--- src/rtl/hci_core_r_id_fifo_pkg.sv ---
// Shared constants and HCI size descriptor used by the r_id FIFO slice.
// No ports; imported by the interface users and the r_id FIFO modules.
package hci_core_r_id_fifo_pkg;

  localparam int unsigned HCI_R_ID_FIFO_DEPTH_DEFAULT = 4;

  // Width descriptor of one HCI port; IW and EHW are taken from it.
  typedef struct packed {
    int unsigned DW;
    int unsigned AW;
    int unsigned BW;
    int unsigned UW;
    int unsigned IW;
    int unsigned EW;
    int unsigned EHW;
  } hci_size_parameter_t;

  localparam hci_size_parameter_t HCI_SIZE_DEFAULT = '{
    DW: 32, AW: 32, BW: 8, UW: 1, IW: 8, EW: 1, EHW: 0
  };

endpackage

--- src/rtl/hci_core_intf.sv ---
// Minimal HCI core interface: request channel, response channel, and the
// ECC handshake replicas (kept 1 bit wide when EHW is 0).
// Modports: initiator (drives requests) and target (drives responses).
interface hci_core_intf #(
  parameter int unsigned DW  = 32,
  parameter int unsigned AW  = 32,
  parameter int unsigned BW  = 8,
  parameter int unsigned UW  = 1,
  parameter int unsigned IW  = 8,
  parameter int unsigned EW  = 1,
  parameter int unsigned EHW = 0
) ();

  localparam int unsigned EHW_W = (EHW > 0) ? EHW : 1;

  logic             req;
  logic             gnt;
  logic [AW-1:0]    add;
  logic             wen;
  logic [DW-1:0]    data;
  logic [DW/BW-1:0] be;
  logic [UW-1:0]    user;
  logic [IW-1:0]    id;
  logic [EW-1:0]    ecc;
  logic [EHW_W-1:0] ereq;
  logic [EHW_W-1:0] egnt;

  logic [DW-1:0]    r_data;
  logic             r_valid;
  logic             r_ready;
  logic [UW-1:0]    r_user;
  logic [IW-1:0]    r_id;
  logic             r_opc;
  logic [EW-1:0]    r_ecc;
  logic [EHW_W-1:0] r_evalid;
  logic [EHW_W-1:0] r_eready;

  modport initiator (
    output req, add, wen, data, be, user, id, ecc, ereq, r_ready, r_eready,
    input  gnt, egnt, r_data, r_valid, r_user, r_id, r_opc, r_ecc, r_evalid
  );

  modport target (
    input  req, add, wen, data, be, user, id, ecc, ereq, r_ready, r_eready,
    output gnt, egnt, r_data, r_valid, r_user, r_id, r_opc, r_ecc, r_evalid
  );

endinterface

--- src/rtl/hci_core_r_id_fifo_buf.sv ---
// Circular id storage with push/pop, synchronous flush and occupancy flags.
// Ports: clk_i, rst_ni, clear_i, push_i/data_i (write at tail),
//        pop_i/data_o (head, combinational from storage),
//        full_o, empty_o, count_o (registered).
module hci_core_r_id_fifo_buf #(
  parameter int unsigned DEPTH = 4,
  parameter int unsigned ID_W  = 8
) (
  input  logic                       clk_i,
  input  logic                       rst_ni,
  input  logic                       clear_i,
  input  logic                       push_i,
  input  logic [ID_W-1:0]            data_i,
  input  logic                       pop_i,
  output logic [ID_W-1:0]            data_o,
  output logic                       full_o,
  output logic                       empty_o,
  output logic [$clog2(DEPTH+1)-1:0] count_o
);

  localparam int unsigned IDX_W = $clog2(DEPTH);
  localparam int unsigned PTR_W = IDX_W + 1;
  localparam int unsigned CNT_W = $clog2(DEPTH+1);

  logic [PTR_W-1:0] wr_ptr_q, wr_ptr_d;
  logic [PTR_W-1:0] rd_ptr_q, rd_ptr_d;
  logic [PTR_W-1:0] used_d;
  logic [CNT_W-1:0] count_q;
  logic             full_q;
  logic             empty_q;
  logic [ID_W-1:0]  mem_q [DEPTH];

  // Next pointers; flush wins over push/pop.
  always_comb begin
    wr_ptr_d = wr_ptr_q;
    rd_ptr_d = rd_ptr_q;
    if (clear_i) begin
      wr_ptr_d = '0;
      rd_ptr_d = '0;
    end else begin
      if (push_i) wr_ptr_d = wr_ptr_q + PTR_W'(1);
      if (pop_i)  rd_ptr_d = rd_ptr_q + PTR_W'(1);
    end
  end

  // Wrap bit makes the pointer difference the exact occupancy 0..DEPTH.
  assign used_d = wr_ptr_d - rd_ptr_d;

  // Pointers and flags, all derived from the next pointers.
  always_ff @(posedge clk_i or negedge rst_ni) begin
    if (!rst_ni) begin
      wr_ptr_q <= '0;
      rd_ptr_q <= '0;
      count_q  <= '0;
      full_q   <= 1'b0;
      empty_q  <= 1'b1;
    end else begin
      wr_ptr_q <= wr_ptr_d;
      rd_ptr_q <= rd_ptr_d;
      count_q  <= CNT_W'(used_d);
      full_q   <= (wr_ptr_d[IDX_W-1:0] == rd_ptr_d[IDX_W-1:0]) &&
                  (wr_ptr_d[IDX_W] != rd_ptr_d[IDX_W]);
      empty_q  <= (wr_ptr_d == rd_ptr_d);
    end
  end

  // Storage; flush only rewinds pointers, contents are kept.
  always_ff @(posedge clk_i or negedge rst_ni) begin
    if (!rst_ni) begin
      for (int unsigned i = 0; i < DEPTH; i++) mem_q[i] <= '0;
    end else if (push_i && !clear_i) begin
      mem_q[wr_ptr_q[IDX_W-1:0]] <= data_i;
    end
  end

  assign data_o  = mem_q[rd_ptr_q[IDX_W-1:0]];
  assign full_o  = full_q;
  assign empty_o = empty_q;
  assign count_o = count_q;

endmodule

--- src/rtl/hci_core_r_id_fifo.sv ---
// Tracks ids of granted HCI transactions in order and returns them on r_id
// alongside r_valid, for memory sides with variable read latency.
// Ports: clk_i, rst_ni, clear_i (flush), enable_i (0 = transparent),
//        tcdm_target (upstream, carries id), tcdm_initiator (downstream,
//        id driven '0), outstanding_o, full_o, err_o (sticky empty response).
module hci_core_r_id_fifo
  import hci_core_r_id_fifo_pkg::*;
#(
  parameter int unsigned         DEPTH                = HCI_R_ID_FIFO_DEPTH_DEFAULT,
  parameter bit                  WRITE_RESP           = 1'b0,
  parameter bit                  CHECK_RVALID_EMPTY   = 1'b1,
  parameter hci_size_parameter_t HCI_SIZE_tcdm_target = HCI_SIZE_DEFAULT
) (
  input  logic                       clk_i,
  input  logic                       rst_ni,
  input  logic                       clear_i,
  input  logic                       enable_i,
  hci_core_intf.target               tcdm_target,
  hci_core_intf.initiator            tcdm_initiator,
  output logic [$clog2(DEPTH+1)-1:0] outstanding_o,
  output logic                       full_o,
  output logic                       err_o
);

  localparam int unsigned IW  = HCI_SIZE_tcdm_target.IW;
  localparam int unsigned EHW = HCI_SIZE_tcdm_target.EHW;

  logic          gate_full;
  logic          req_c;
  logic          gnt_c;
  logic          track;
  logic          push;
  logic          pop;
  logic          empty;
  logic          spurious;
  logic [IW-1:0] head_id;
  logic          err_q;
  logic          unused_ecc;

  // Back-pressure only while tracking; a same-cycle pop does not bypass full.
  assign gate_full = enable_i & full_o;
  assign req_c     = tcdm_target.req & ~gate_full;
  assign gnt_c     = tcdm_initiator.gnt & ~gate_full;

  assign track    = enable_i & (tcdm_target.wen | WRITE_RESP);
  assign push     = tcdm_target.req & gnt_c & track;
  assign pop      = tcdm_initiator.r_valid & tcdm_target.r_ready & enable_i & ~empty;
  assign spurious = tcdm_initiator.r_valid & enable_i & empty;

  hci_core_r_id_fifo_buf #(
    .DEPTH (DEPTH),
    .ID_W  (IW)
  ) i_buf (
    .clk_i   (clk_i),
    .rst_ni  (rst_ni),
    .clear_i (clear_i),
    .push_i  (push),
    .data_i  (tcdm_target.id),
    .pop_i   (pop),
    .data_o  (head_id),
    .full_o  (full_o),
    .empty_o (empty),
    .count_o (outstanding_o)
  );

  // Sticky error: a response arrived with nothing outstanding.
  always_ff @(posedge clk_i or negedge rst_ni) begin
    if (!rst_ni)       err_q <= 1'b0;
    else if (clear_i)  err_q <= 1'b0;
    else if (spurious) err_q <= 1'b1;
  end
  assign err_o = err_q;

  // Request channel pass-through.
  assign tcdm_initiator.req  = req_c;
  assign tcdm_initiator.add  = tcdm_target.add;
  assign tcdm_initiator.wen  = tcdm_target.wen;
  assign tcdm_initiator.data = tcdm_target.data;
  assign tcdm_initiator.be   = tcdm_target.be;
  assign tcdm_initiator.user = tcdm_target.user;
  assign tcdm_initiator.ecc  = tcdm_target.ecc;
  assign tcdm_initiator.id   = '0;
  assign tcdm_target.gnt     = gnt_c;

  // Response channel pass-through; r_id comes from the head of the FIFO.
  assign tcdm_initiator.r_ready = tcdm_target.r_ready;
  assign tcdm_target.r_data     = tcdm_initiator.r_data;
  assign tcdm_target.r_valid    = tcdm_initiator.r_valid;
  assign tcdm_target.r_user     = tcdm_initiator.r_user;
  assign tcdm_target.r_opc      = tcdm_initiator.r_opc;
  assign tcdm_target.r_ecc      = tcdm_initiator.r_ecc;
  assign tcdm_target.r_id       = (enable_i && !empty) ? head_id : '0;

  // ECC handshake replicas.
  if (EHW > 0) begin : gen_ecc_hs
    assign tcdm_initiator.ereq     = {EHW{req_c}};
    assign tcdm_target.egnt        = {EHW{gnt_c}};
    assign tcdm_target.r_evalid    = {EHW{tcdm_initiator.r_valid}};
    assign tcdm_initiator.r_eready = {EHW{tcdm_target.r_ready}};
  end else begin : gen_no_ecc_hs
    assign tcdm_initiator.ereq     = '0;
    assign tcdm_target.egnt        = '1;
    assign tcdm_target.r_evalid    = '0;
    assign tcdm_initiator.r_eready = '1;
  end

  // Inputs that this stage does not consume.
  assign unused_ecc = ^{tcdm_target.ereq, tcdm_target.r_eready, tcdm_initiator.egnt,
                        tcdm_initiator.r_evalid, tcdm_initiator.r_id};

  a_no_push_full: assert property (@(posedge clk_i) disable iff (!rst_ni) !(push && full_o));

  if (CHECK_RVALID_EMPTY) begin : gen_chk_rvalid
    a_rvalid_empty: assert property (@(posedge clk_i) disable iff (!rst_ni)
                                     !(tcdm_initiator.r_valid && enable_i && empty));
  end

  a_depth_pow2: assert property (@(posedge clk_i)
                                 (DEPTH >= 2) && ((DEPTH & (DEPTH - 1)) == 0));
  a_size_data:  assert property (@(posedge clk_i)
                                 $bits(tcdm_target.data) == $bits(tcdm_initiator.data));
  a_size_add:   assert property (@(posedge clk_i)
                                 $bits(tcdm_target.add) == $bits(tcdm_initiator.add));
  a_size_user:  assert property (@(posedge clk_i)
                                 $bits(tcdm_target.user) == $bits(tcdm_initiator.user));
  a_size_id:    assert property (@(posedge clk_i) $bits(tcdm_target.id) == IW);

endmodule

--- src/flat_wrapper.sv ---
// flat-port wrapper written by rule: the top's interface ports become plain ports
module hci_core_r_id_fifo_flat import hci_core_r_id_fifo_pkg::*;
#(
  parameter int unsigned         DEPTH                = HCI_R_ID_FIFO_DEPTH_DEFAULT,
  parameter bit                  WRITE_RESP           = 1'b0,
  parameter bit                  CHECK_RVALID_EMPTY   = 1'b1,
  parameter hci_size_parameter_t HCI_SIZE_tcdm_target = HCI_SIZE_DEFAULT
)
  (clk_i, rst_ni, clear_i, enable_i, outstanding_o, full_o, err_o, tcdm_target_req, tcdm_target_add, tcdm_target_wen, tcdm_target_data, tcdm_target_be, tcdm_target_user, tcdm_target_id, tcdm_target_ecc, tcdm_target_ereq, tcdm_target_r_ready, tcdm_target_r_eready, tcdm_target_gnt, tcdm_target_egnt, tcdm_target_r_data, tcdm_target_r_valid, tcdm_target_r_user, tcdm_target_r_id, tcdm_target_r_opc, tcdm_target_r_ecc, tcdm_target_r_evalid, tcdm_initiator_req, tcdm_initiator_add, tcdm_initiator_wen, tcdm_initiator_data, tcdm_initiator_be, tcdm_initiator_user, tcdm_initiator_id, tcdm_initiator_ecc, tcdm_initiator_ereq, tcdm_initiator_r_ready, tcdm_initiator_r_eready, tcdm_initiator_gnt, tcdm_initiator_egnt, tcdm_initiator_r_data, tcdm_initiator_r_valid, tcdm_initiator_r_user, tcdm_initiator_r_id, tcdm_initiator_r_opc, tcdm_initiator_r_ecc, tcdm_initiator_r_evalid);
  hci_core_intf #(.DW(32), .AW(32), .BW(8), .UW(2), .IW(8), .EW(4), .EHW(0)) tcdm_target_i ();
  hci_core_intf #(.DW(32), .AW(32), .BW(8), .UW(2), .IW(8), .EW(4), .EHW(0)) tcdm_initiator_i ();
  input  logic clk_i;
  input  logic rst_ni;
  input  logic clear_i;
  input  logic enable_i;
  output logic [$clog2(DEPTH+1)-1:0] outstanding_o;
  output logic full_o;
  output logic err_o;
  input wire logic [$bits(tcdm_target_i.req)-1:0] tcdm_target_req;
  input wire logic [$bits(tcdm_target_i.add)-1:0] tcdm_target_add;
  input wire logic [$bits(tcdm_target_i.wen)-1:0] tcdm_target_wen;
  input wire logic [$bits(tcdm_target_i.data)-1:0] tcdm_target_data;
  input wire logic [$bits(tcdm_target_i.be)-1:0] tcdm_target_be;
  input wire logic [$bits(tcdm_target_i.user)-1:0] tcdm_target_user;
  input wire logic [$bits(tcdm_target_i.id)-1:0] tcdm_target_id;
  input wire logic [$bits(tcdm_target_i.ecc)-1:0] tcdm_target_ecc;
  input wire logic [$bits(tcdm_target_i.ereq)-1:0] tcdm_target_ereq;
  input wire logic [$bits(tcdm_target_i.r_ready)-1:0] tcdm_target_r_ready;
  input wire logic [$bits(tcdm_target_i.r_eready)-1:0] tcdm_target_r_eready;
  output wire logic [$bits(tcdm_target_i.gnt)-1:0] tcdm_target_gnt;
  output wire logic [$bits(tcdm_target_i.egnt)-1:0] tcdm_target_egnt;
  output wire logic [$bits(tcdm_target_i.r_data)-1:0] tcdm_target_r_data;
  output wire logic [$bits(tcdm_target_i.r_valid)-1:0] tcdm_target_r_valid;
  output wire logic [$bits(tcdm_target_i.r_user)-1:0] tcdm_target_r_user;
  output wire logic [$bits(tcdm_target_i.r_id)-1:0] tcdm_target_r_id;
  output wire logic [$bits(tcdm_target_i.r_opc)-1:0] tcdm_target_r_opc;
  output wire logic [$bits(tcdm_target_i.r_ecc)-1:0] tcdm_target_r_ecc;
  output wire logic [$bits(tcdm_target_i.r_evalid)-1:0] tcdm_target_r_evalid;
  output wire logic [$bits(tcdm_initiator_i.req)-1:0] tcdm_initiator_req;
  output wire logic [$bits(tcdm_initiator_i.add)-1:0] tcdm_initiator_add;
  output wire logic [$bits(tcdm_initiator_i.wen)-1:0] tcdm_initiator_wen;
  output wire logic [$bits(tcdm_initiator_i.data)-1:0] tcdm_initiator_data;
  output wire logic [$bits(tcdm_initiator_i.be)-1:0] tcdm_initiator_be;
  output wire logic [$bits(tcdm_initiator_i.user)-1:0] tcdm_initiator_user;
  output wire logic [$bits(tcdm_initiator_i.id)-1:0] tcdm_initiator_id;
  output wire logic [$bits(tcdm_initiator_i.ecc)-1:0] tcdm_initiator_ecc;
  output wire logic [$bits(tcdm_initiator_i.ereq)-1:0] tcdm_initiator_ereq;
  output wire logic [$bits(tcdm_initiator_i.r_ready)-1:0] tcdm_initiator_r_ready;
  output wire logic [$bits(tcdm_initiator_i.r_eready)-1:0] tcdm_initiator_r_eready;
  input wire logic [$bits(tcdm_initiator_i.gnt)-1:0] tcdm_initiator_gnt;
  input wire logic [$bits(tcdm_initiator_i.egnt)-1:0] tcdm_initiator_egnt;
  input wire logic [$bits(tcdm_initiator_i.r_data)-1:0] tcdm_initiator_r_data;
  input wire logic [$bits(tcdm_initiator_i.r_valid)-1:0] tcdm_initiator_r_valid;
  input wire logic [$bits(tcdm_initiator_i.r_user)-1:0] tcdm_initiator_r_user;
  input wire logic [$bits(tcdm_initiator_i.r_id)-1:0] tcdm_initiator_r_id;
  input wire logic [$bits(tcdm_initiator_i.r_opc)-1:0] tcdm_initiator_r_opc;
  input wire logic [$bits(tcdm_initiator_i.r_ecc)-1:0] tcdm_initiator_r_ecc;
  input wire logic [$bits(tcdm_initiator_i.r_evalid)-1:0] tcdm_initiator_r_evalid;
  assign tcdm_target_i.req = tcdm_target_req;
  assign tcdm_target_i.add = tcdm_target_add;
  assign tcdm_target_i.wen = tcdm_target_wen;
  assign tcdm_target_i.data = tcdm_target_data;
  assign tcdm_target_i.be = tcdm_target_be;
  assign tcdm_target_i.user = tcdm_target_user;
  assign tcdm_target_i.id = tcdm_target_id;
  assign tcdm_target_i.ecc = tcdm_target_ecc;
  assign tcdm_target_i.ereq = tcdm_target_ereq;
  assign tcdm_target_i.r_ready = tcdm_target_r_ready;
  assign tcdm_target_i.r_eready = tcdm_target_r_eready;
  assign tcdm_target_gnt = tcdm_target_i.gnt;
  assign tcdm_target_egnt = tcdm_target_i.egnt;
  assign tcdm_target_r_data = tcdm_target_i.r_data;
  assign tcdm_target_r_valid = tcdm_target_i.r_valid;
  assign tcdm_target_r_user = tcdm_target_i.r_user;
  assign tcdm_target_r_id = tcdm_target_i.r_id;
  assign tcdm_target_r_opc = tcdm_target_i.r_opc;
  assign tcdm_target_r_ecc = tcdm_target_i.r_ecc;
  assign tcdm_target_r_evalid = tcdm_target_i.r_evalid;
  assign tcdm_initiator_req = tcdm_initiator_i.req;
  assign tcdm_initiator_add = tcdm_initiator_i.add;
  assign tcdm_initiator_wen = tcdm_initiator_i.wen;
  assign tcdm_initiator_data = tcdm_initiator_i.data;
  assign tcdm_initiator_be = tcdm_initiator_i.be;
  assign tcdm_initiator_user = tcdm_initiator_i.user;
  assign tcdm_initiator_id = tcdm_initiator_i.id;
  assign tcdm_initiator_ecc = tcdm_initiator_i.ecc;
  assign tcdm_initiator_ereq = tcdm_initiator_i.ereq;
  assign tcdm_initiator_r_ready = tcdm_initiator_i.r_ready;
  assign tcdm_initiator_r_eready = tcdm_initiator_i.r_eready;
  assign tcdm_initiator_i.gnt = tcdm_initiator_gnt;
  assign tcdm_initiator_i.egnt = tcdm_initiator_egnt;
  assign tcdm_initiator_i.r_data = tcdm_initiator_r_data;
  assign tcdm_initiator_i.r_valid = tcdm_initiator_r_valid;
  assign tcdm_initiator_i.r_user = tcdm_initiator_r_user;
  assign tcdm_initiator_i.r_id = tcdm_initiator_r_id;
  assign tcdm_initiator_i.r_opc = tcdm_initiator_r_opc;
  assign tcdm_initiator_i.r_ecc = tcdm_initiator_r_ecc;
  assign tcdm_initiator_i.r_evalid = tcdm_initiator_r_evalid;
  hci_core_r_id_fifo #(.DEPTH(DEPTH), .WRITE_RESP(WRITE_RESP), .CHECK_RVALID_EMPTY(CHECK_RVALID_EMPTY), .HCI_SIZE_tcdm_target(HCI_SIZE_tcdm_target)) u_core (.clk_i(clk_i), .rst_ni(rst_ni), .clear_i(clear_i), .enable_i(enable_i), .tcdm_target(tcdm_target_i), .tcdm_initiator(tcdm_initiator_i), .outstanding_o(outstanding_o), .full_o(full_o), .err_o(err_o));
endmodule
--- config.mk ---
export PLATFORM = sky130hd
export DESIGN_NAME = hci_core_r_id_fifo_flat
export DESIGN_NICKNAME = d
export VERILOG_FILES = /design/src/rtl/hci_core_r_id_fifo_pkg.sv /design/src/rtl/hci_core_intf.sv /design/src/rtl/hci_core_r_id_fifo_buf.sv /design/src/rtl/hci_core_r_id_fifo.sv /design/src/flat_wrapper.sv
export SDC_FILE = /design/constraint.sdc
export NUM_CORES = 1
export LEC_CHECK = 0
export ABC_AREA = 1
export BUFFER_PORTS_ARGS = -buffer_cell sky130_fd_sc_hd__buf_2
export CAP_MARGIN = 20
export CORE_AREA = 2 2 110 112
export DETAILED_ROUTE_END_ITERATION = 8
export DIE_AREA = 0 0 112 114
export SYNTH_ARGS = -nofsm -noshare
export SYNTH_HDL_FRONTEND = slang
export SYNTH_HIERARCHICAL = 1
export SYNTH_SLANG_ARGS = --single-unit
--- constraint.sdc ---
create_clock -name clk_i -period 2.87 [get_ports clk_i]
set_input_delay 0.574 -clock clk_i [delete_from_list [all_inputs] [get_ports clk_i]]
set_output_delay 0.574 -clock clk_i [all_outputs]
set_load 0.02 [all_outputs]
Yosys cells after proc, flatten, opt, wreduce, memory -nomap -nowiden
Index checks and enable logic that the tools add are counted.
{"block": "word_totals", "output_inout_bits": 143, "in_bits": 142, "ff_bits": 44, "wordCells": 54}
{"block": "classes", "n_lt_le_gt_ge": 3, "bitwise": 15, "add_sub_neg": 3, "n_eq_ne": 3, "n_mux": 13, "reduce_logical": 7}
{"cell": "bitwise mux 32 bit", "n": 1}
{"cell": "two-way mux 8 bit", "n": 4}
{"cell": "binary-select mux 8 bit (select 2 bit)", "n": 1}
{"cell": "demux 8 bit (select 2 bit)", "n": 1}
{"cell": "two-way mux 3 bit", "n": 4}
{"cell": "bitwise AND 1 bit", "n": 11}
{"cell": "adder 3 x 1 -> 3 bit (second input constant)", "n": 2}
{"cell": "greater-or-equal comparator 3 bit (second input constant)", "n": 2}
{"cell": "NOT 2 -> 3 bit", "n": 2}
{"cell": "logical AND 1 bit", "n": 4}
{"cell": "equality test 3 bit", "n": 1}
{"cell": "less-than comparator 3 x 1 -> 1 bit (second input constant)", "n": 1}
{"cell": "subtractor 3 bit", "n": 1}
{"cell": "equality test 2 bit", "n": 1}
{"cell": "logical NOT 1 bit", "n": 2}
{"cell": "two-way mux 1 bit", "n": 2}
{"cell": "NOT 1 bit", "n": 2}
{"cell": "nonzero test 2 bit", "n": 1}
{"cell": "!= test 1 bit", "n": 1}

Depth between registers and ports, before layout
Gate-level depths: netlist (run 1).
{"block": "depth", "ltp_word": 9, "mapped_depth": 14, "depth_no_buf": 13}

Hierarchy
Netlist (run 1), hierarchy kept.
{"mod": "hci_core_r_id_fifo_buf", "area_each_um2": 2097.0, "seq_area_each_um2": 1077.3, "n_inst": 1, "cells_each": 224}
{"mod": "hci_core_r_id_fifo", "area_each_um2": 1111.1, "seq_area_each_um2": 25.0, "n_inst": 1, "cells_each": 160}

Worst setup path after synthesis (run 1)
Ideal clock, no wire load.
{"block": "synth_path", "path_kind": "in2reg", "start": "in enable_i", "end": "reg u_core.i_buf.count_q[1], in the netlist u_core/i_buf/count_o[1]", "stages": 10, "setup_ps": 136, "slack_ps": 828, "t_arrival_ps": 1907, "path_cell_list": "nand2_1 -> nand2_1 -> nor2_1 -> buf_6 -> nor2_1 -> nor3_1 -> inv_1 -> ha_1 -> inv_1 -> fa_1"}
{"block": "synth_via", "elab_chain_len": 8}
{"item": "start: declaration", "line": "flat_wrapper.sv:15", "source": "input logic enable_i;"}
{"item": "bitwise AND 1 bit", "line": "hci_core_r_id_fifo.sv:41", "source": "assign gate_full = enable_i & full_o;"}
{"item": "NOT 1 bit", "line": "hci_core_r_id_fifo.sv:43", "source": "assign gnt_c = tcdm_initiator.gnt & ~gate_full;"}
{"item": "bitwise AND 1 bit", "line": "hci_core_r_id_fifo.sv:43"}
{"item": "bitwise AND 1 bit", "line": "hci_core_r_id_fifo.sv:46", "source": "assign push = tcdm_target.req & gnt_c & track;"}
{"item": "bitwise AND 1 bit (*)", "line": "hci_core_r_id_fifo.sv:46"}
{"item": "via u_core.push", "line": "hci_core_r_id_fifo.sv:32", "source": "logic push;"}
{"item": "two-way mux 3 bit (*)", "line": "hci_core_r_id_fifo_buf.sv:41", "source": "if (push_i) wr_ptr_d = wr_ptr_q + PTR_W'(1);"}
{"item": "two-way mux 3 bit (*)", "line": "hci_core_r_id_fifo_buf.sv:37", "source": "if (clear_i) begin"}
{"item": "via u_core.i_buf.wr_ptr_d[0]", "line": "hci_core_r_id_fifo_buf.sv:25", "source": "logic [PTR_W-1:0] wr_ptr_q, wr_ptr_d;"}
{"item": "subtractor 3 bit (*)", "line": "hci_core_r_id_fifo_buf.sv:47", "source": "assign used_d = wr_ptr_d - rd_ptr_d;"}
{"item": "via u_core.i_buf.used_d[1]", "line": "hci_core_r_id_fifo_buf.sv:27", "source": "logic [PTR_W-1:0] used_d;"}
{"item": "end signal: assignment", "line": "hci_core_r_id_fifo_buf.sv:60", "source": "count_q <= CNT_W'(used_d);"}
{"item": "end: declaration", "line": "hci_core_r_id_fifo_buf.sv:28", "source": "logic [CNT_W-1:0] count_q;"}
Mark *: on every way through the listed nets, which the timed path passes. The rest lies on a longest branch.
A chain may end at the register's enable or synchronous reset.

Worst setup path after layout (run 1)
{"block": "layout_path", "start": "reg u_core.i_buf.rd_ptr_q[0]", "end": "out tcdm_target_r_id[7]"}
{"block": "layout_via", "elab_chain_len": 5}
{"item": "start: declaration", "line": "hci_core_r_id_fifo_buf.sv:26", "source": "logic [PTR_W-1:0] rd_ptr_q, rd_ptr_d;"}
{"item": "start signal: assignment", "line": "hci_core_r_id_fifo_buf.sv:59", "source": "rd_ptr_q <= rd_ptr_d;"}
{"item": "NOT 2 -> 3 bit (not written as such)", "line": "hci_core_r_id_fifo_buf.sv:76", "source": "assign data_o = mem_q[rd_ptr_q[IDX_W-1:0]];"}
{"item": "binary-select mux 8 bit (select 2 bit)", "line": "hci_core_r_id_fifo_buf.sv:76"}
{"item": "two-way mux 8 bit (not written as such) (2 in a row)", "line": "hci_core_r_id_fifo_buf.sv:76"}
{"item": "via u_core.head_id[7]", "line": "hci_core_r_id_fifo.sv:36", "source": "logic [IW-1:0] head_id;"}
{"item": "two-way mux 8 bit", "line": "hci_core_r_id_fifo.sv:92", "source": "assign tcdm_target.r_id = (enable_i && !empty) ? head_id : '0;"}
{"item": "end: declaration", "line": "flat_wrapper.sv:35", "source": "output wire logic [$bits(tcdm_target_i.r_id)-1:0] tcdm_target_r_id;"}
The timed path passes the listed nets, and every way through them passes these cells. The select of a mux whose other input is x is not followed.

==> flow_summary_export.csv, run 1 <==
group,metric,value,unit
run_status,outcome,"finished, final reports clean",
setup_path,crit_required,2300,ps
clock_network,clk_latency,280,ps
synthesis,avgSynthCellArea,8.35,µm²
pwr,p_clk_frac,0.377,
final_layout,fill_cells,1293,
final_layout,final_common_cell,"dfrtp_1",
setup_path,timing.critical_path.cells,"inv_2, o21ai_0, o22ai_1, inv_1, nor2_1, buf_2",
timing,slew_viol_final,0,
synthesis,synthDistinctLibCells,28,
timing,fin_setup_tns,0,ps
pwr,p_int,1.05,mW
timing,fin_crit,2520,ps
clock_network,hold_buffers,0,
route,routed_wl,7740,µm
setup_path,slowest_stage,"dfrtp_1",
pwr,total_power,1.42,mW
clock_network,ctsResizeCount,0,
route,ant_nets,0,
final_layout,nets,451,
pwr,p_sw_frac,0.260,
clock_network,clockBufferDepth,2,
clock_network,cts_max_level,2,
synthesis,synth-seq-cells,44,
timing,tightest_slew,607,ps
pwr,vdd_drop_max,0.216,mV
final_layout,layout_common_cells,"43 x dfrtp_1, 42 x nand2_1, 34 x buf_2, 33 x o21ai_1, 32 x inv_1",
pwr,leakage,1.36,nW
final_layout,regArea,0.00110,mm²
synthesis,synth_edf_count,0,
die,design.die.area,0.0128,mm²
clock_network,cts_tree,"built",
synthesis,synth_area,0.00321,mm²
placement,dp_hpwl,6080,µm
setup_path,critPathMaxStageDelay,730,ps
timing,setup_violations,0,
setup_path,worstSetupPathType,"flop to output port",
pwr,p_comb_frac,0.136,
route,wl_per_cell,17.3,µm
clock_network,clockRootBuffer,"clkbuf_16",
route,vias_per_cell,4.42,
die,die_x,112,µm
grt,grt_start_max_net_pins,45,
route,first_pass_iters,4,
setup_path,reg2reg_from,"u_core/i_buf/rd_ptr_q[0]",
clock_network,cts_inserted_buffers,5,
route,vias,1979,
die,core,0.0117,mm²
timing,hold_viol,0,
job,cap_violations,0,
final_layout,drive_gt1_frac,0.209,
pwr,seqPwrFrac,0.487,
setup_path,reg2reg_depth,8,
synthesis,synthArstFlopShare,1.00,
timing,relSlewSlack,0.595,
grt,grt_remaining_overflow,0,
route,post-route-drc-count,0,
die,start_util,0.274,
grt,grt_usage,0.120,
die,placementRows,40,
synthesis,syn_inst,384,
timing,clock_skew,6.75,ps
timing,rsz0062_at_grt,"false",
synthesis,ys_warn_count,6,
synthesis,ys.flop_type,"dfrtp_1",
setup_path,r2r_end,"u_core/i_buf/count_o[2]",
final_layout,syn2layout_area_growth,-14.9,%
placement,gp_congestion,0.785,
min_path,hold_path.class,"input pin to async pin",
pwr,power.density,519,mW/mm²
placement,port_buffers,34,
setup_path,endpoint_kind,"output port",
final_layout,antennaDiodeCount,0,
grt,grt_pass1_wl,11700,µm
clock_network,cts_setup_buffers,0,
grt,grt_pass1_vias,2030,
clock_network,cts.sinks,44,
setup_path,cp-start-kind,"flop",
grt,antenna_found_initial,0,
die,num_io_pins,285,
route,first_iter_violations,92,
timing,hold_ws,112,ps
setup_path,path_max_fanout,18,
final_layout,multiInputGateArea,973,µm²
pwr,p_switching,0.368,mW
setup_path,rrSetupSlack,620,ps
synthesis,ys_seq_area_frac,0.344,
die,die_y,114,µm
setup_path,startpoint,"u_core/i_buf/rd_ptr_q[0]",
clock_network,path_clk_slew,60,ps
timing,period_share,0.878,
timing,max_freq,397,MHz
setup_path,critical_path_arrival,1940,ps
## registers in the layout (all words and copies together) (netlist names)
signal / count
u_core/i_buf/empty_o: 1
u_core/err_o: 1
u_core/i_buf/wr_ptr_q: 3
u_core/i_buf/mem_q: 32
u_core/i_buf/full_o: 1
u_core/i_buf/count_o: 3
u_core/i_buf/rd_ptr_q: 3
## synth_stat cells (2+ instances only)
cell type / number / area (µm²)
o21ai_0: 17 / 85.1
buf_6: 5 / 56.3
buf_2: 2 / 10.0
nor2_1: 29 / 109
dfrtp_1: 43 / 1080
inv_1: 32 / 120
nand2_1: 42 / 158
nand2_2: 4 / 25.0
o22ai_1: 8 / 50.1
a21oi_2: 2 / 17.5
nand3_1: 7 / 35.0
nand3_4: 4 / 70.1
o21ai_1: 33 / 165
ha_1: 7 / 87.6
nand2_4: 3 / 33.8
buf_4: 128 / 961
a21oi_1: 3 / 15.0
nor3_1: 2 / 10.0
inv_2: 3 / 11.3
conb_1: 2 / 7.51
## worst max path at each step
stage	end	slack, ps	depth (start not counted)
finish	tcdm_target_r_id[7]	350	6
global route	tcdm_target_r_id[0]	170	6
CTS	tcdm_target_r_id[0]	340	6
detailed placement	u_core/i_buf/count_o[1]	520	8
global placement	u_core/i_buf/count_o[1]	540	8
floorplan	u_core/i_buf/count_o[1]	830	10
## cells by family (layout without fill, tap and decap cells)
family,Yosys count,count (layout),share of synthesized area
DFF,44,44,0.344
buffers and inverters,172,79,0.365
AOI/OAI and AO/OA,63,63,0.104
adders and majority gates,8,8,0.0335
other,2,12,0.00234
and+or+nand+nor,95,95,0.152
## per-stage QoR
step,utilization,worst slack [ps],area (µm²),cells
5_1_grt,0.233,166,2730,448
4_1_cts,0.231,337,2710,447
6_report,0.233,351,2730,448
2_1_floorplan,-,828,3250,394
3_5_place_dp,0.220,520,2570,440
3_3_place_gp,0.220,545,2570,440
## worst max-delay path: cells and delay by family, from the launching register on
kind                   cells  cell delay (ps)
buffers and inverters      3              540
AOI/OAI and AO/OA          2              350
DFF                        1              730
and+or+nand+nor            1               50
## final cells by class
class / count / area share
Sequential cell: 44 / 0.404
Clock inverter: 1 / 0.00183
Timing Repair Buffer: 36 / 0.0724
Multi-Input combinational cell: 178 / 0.357
Inverter: 36 / 0.0504
Tap cell: 147 / 0.0674
Clock buffer: 6 / 0.0472
## metal layers
layer  vias up  wire length (µm)  global-route usage
met4         2               248              0.0512
met2       157              3750               0.201
met3        27              1370              0.0877
met1       894              2330               0.110
li1        899                 -                   -
met5         -                31              0.0157
## power by group through the flow
stage               Sequential [mW]  Clock [mW]  Combinational (mW)
floorplan                     0.698           0               0.374
global placement              0.699           0               0.186
detailed placement            0.700           0               0.191
CTS                           0.689       0.553               0.192
global route                  0.694       0.578               0.224
finish                        0.689       0.535               0.193
Power figures use the tool's default switching activity.
==> run 2, diff against run 1 <==
- SETUP_SLACK_MARGIN: default -> 0.5
==> flow_summary_export.csv, run 2 (synthesis gave the netlist of run 1 again) <==
group,metric,value,unit
pwr,vdd_drop_max,0.209,mV
clock_network,clockBufferDepth,2,
final_layout,regMostFlops,"u_core/i_buf/mem_q",
pwr,power.density,519,mW/mm²
final_layout,multiInputGateArea,978,µm²
grt,grt_usage,0.120,
placement,port_buffers,34,
grt,grt_start_max_net_pins,45,
clock_network,cts_max_level,2,
die,num_io_pins,285,
pwr,leakage,1.37,nW
placement,dp_hpwl,6080,µm
final_layout,layout_common_cells,"42 x nand2_1, 42 x dfrtp_1, 34 x buf_2, 33 x o21ai_1, 31 x inv_1",
timing,rsz0062_at_grt,"true",
final_layout,nets,451,
setup_path,endpoint_kind,"output port",
job,cap_violations,0,
timing,fin_crit,2250,ps
grt,grt_pass1_wl,11700,µm
grt,antenna_found_initial,0,
final_layout,syn2layout_area_growth,-14.7,%
timing,hold_viol,0,
run_status,outcome,"finished, final reports clean",
placement,place_ws,520,ps
die,start_util,0.274,
setup_path,worstSetupPathType,"flop to output port",
route,vias_per_cell,4.41,
route,routed_wl,7760,µm
final_layout,largest_reg_flops,32,
timing,fin_setup_tns,0,ps
final_layout,final_cells,448,
route,first_iter_violations,99,
clock_network,cts.sinks,44,
setup_path,path_max_fanout,18,
route,first_pass_iters,6,
min_path,hold_path.class,"input pin to async pin",
timing,max_freq,444,MHz
clock_network,cts_tree,"built",
timing,period_share,0.784,
die,die_x,112,µm
final_layout,fill_cells,1293,
final_layout,antennaDiodeCount,0,
final_layout,utilization,0.234,
clock_network,clk_latency,280,ps
clock_network,cts_setup_buffers,0,
timing,setup_violations,0,
final_layout,regArea,0.00110,mm²
setup_path,critical_path_arrival,1680,ps
clock_network,cts_inserted_buffers,5,
clock_network,path_clk_slew,60,ps
setup_path,cp-start-kind,"flop",
placement,placed_cells,440,
route,vias,1977,
timing,clock_skew,6.78,ps
pwr,total_power,1.42,mW
route,wl_per_cell,17.3,µm
die,die_y,114,µm
clock_network,clockRootBuffer,"clkbuf_16",
timing,slew_viol_final,0,
grt,grt_remaining_overflow,0,
route,post-route-drc-count,0,
die,design.die.area,0.0128,mm²
setup_path,crit_required,2300,ps
grt,grt_pass1_vias,2030,
final_layout,drive_gt1_frac,0.216,
die,core,0.0117,mm²
placement,gp_congestion,0.785,
die,placementRows,40,
timing,fin_ws,620,ps
route,ant_nets,0,
-- run 2: routing by layer --
layer / vias up / GRT usage / wire length (µm) / share of wire
met3: 29 / 0.0877 / 1340 / 0.17
li1: 897 / - / - / -
met2: 157 / 0.201 / 3710 / 0.48
met1: 892 / 0.110 / 2370 / 0.30
met4: 2 / 0.0512 / 308 / 0.040
met5: - / 0.0157 / 31 / 0.0040
-- run 2: path summary, 6_finish.rpt --
kind,endpoint,slack [ps],from,cells after the start
setup / recovery,tcdm_target_r_id[0],620,u_core/i_buf/rd_ptr_q[0],6
hold / removal,u_core/i_buf/count_o[0],110,rst_ni,1
setup reg to reg,u_core/i_buf/count_o[2],760,u_core/i_buf/empty_o,11
hold reg to reg,u_core/i_buf/mem_q[20],480,u_core/i_buf/mem_q[20],2
max in group asynchronous,u_core/i_buf/rd_ptr_q[0],2310,rst_ni,2
min in group clk_i,u_core/i_buf/mem_q[20],480,u_core/i_buf/mem_q[20],2
-- run 2: critical path, stage by stage, from the launching register on --
cell	delay, ps
dfrtp_2	540
inv_4	220
o21ai_0	110
o22ai_1	120
inv_1	60
nor2_1	140
buf_2	190
-- run 2: stage by stage --
stage | hold WS, ps | instance area [µm²]
floorplan | 278 | 3250
detailed placement | 473 | 2570
CTS | 488 | 2710
global placement | 467 | 2570
finish | 112 | 2740
global route | 114 | 2740
-- run 2: layout make-up --
cell class,count,share of cell area
flip-flops and latches,44,0.403
multi-input cells,178,0.357
repair buffers,36,0.0722
well taps,147,0.0672
inverters,36,0.0512
clock buffers,6,0.0471
clock inverters,1,0.00183
-- run 2: repair_timing --
item | in CTS | in global routing
resized for setup | 2 | 2
hold buffers | 0 | 0
endpoints found under the setup margin | 8 | 9
-- run 2: power breakdown --
part           switching, mW  leakage [nW]  internal (mW)
Clock                  0.220        0.0667          0.316
Sequential            0.0247         0.596          0.665
Combinational          0.126         0.706         0.0678
Total                  0.371          1.37           1.05
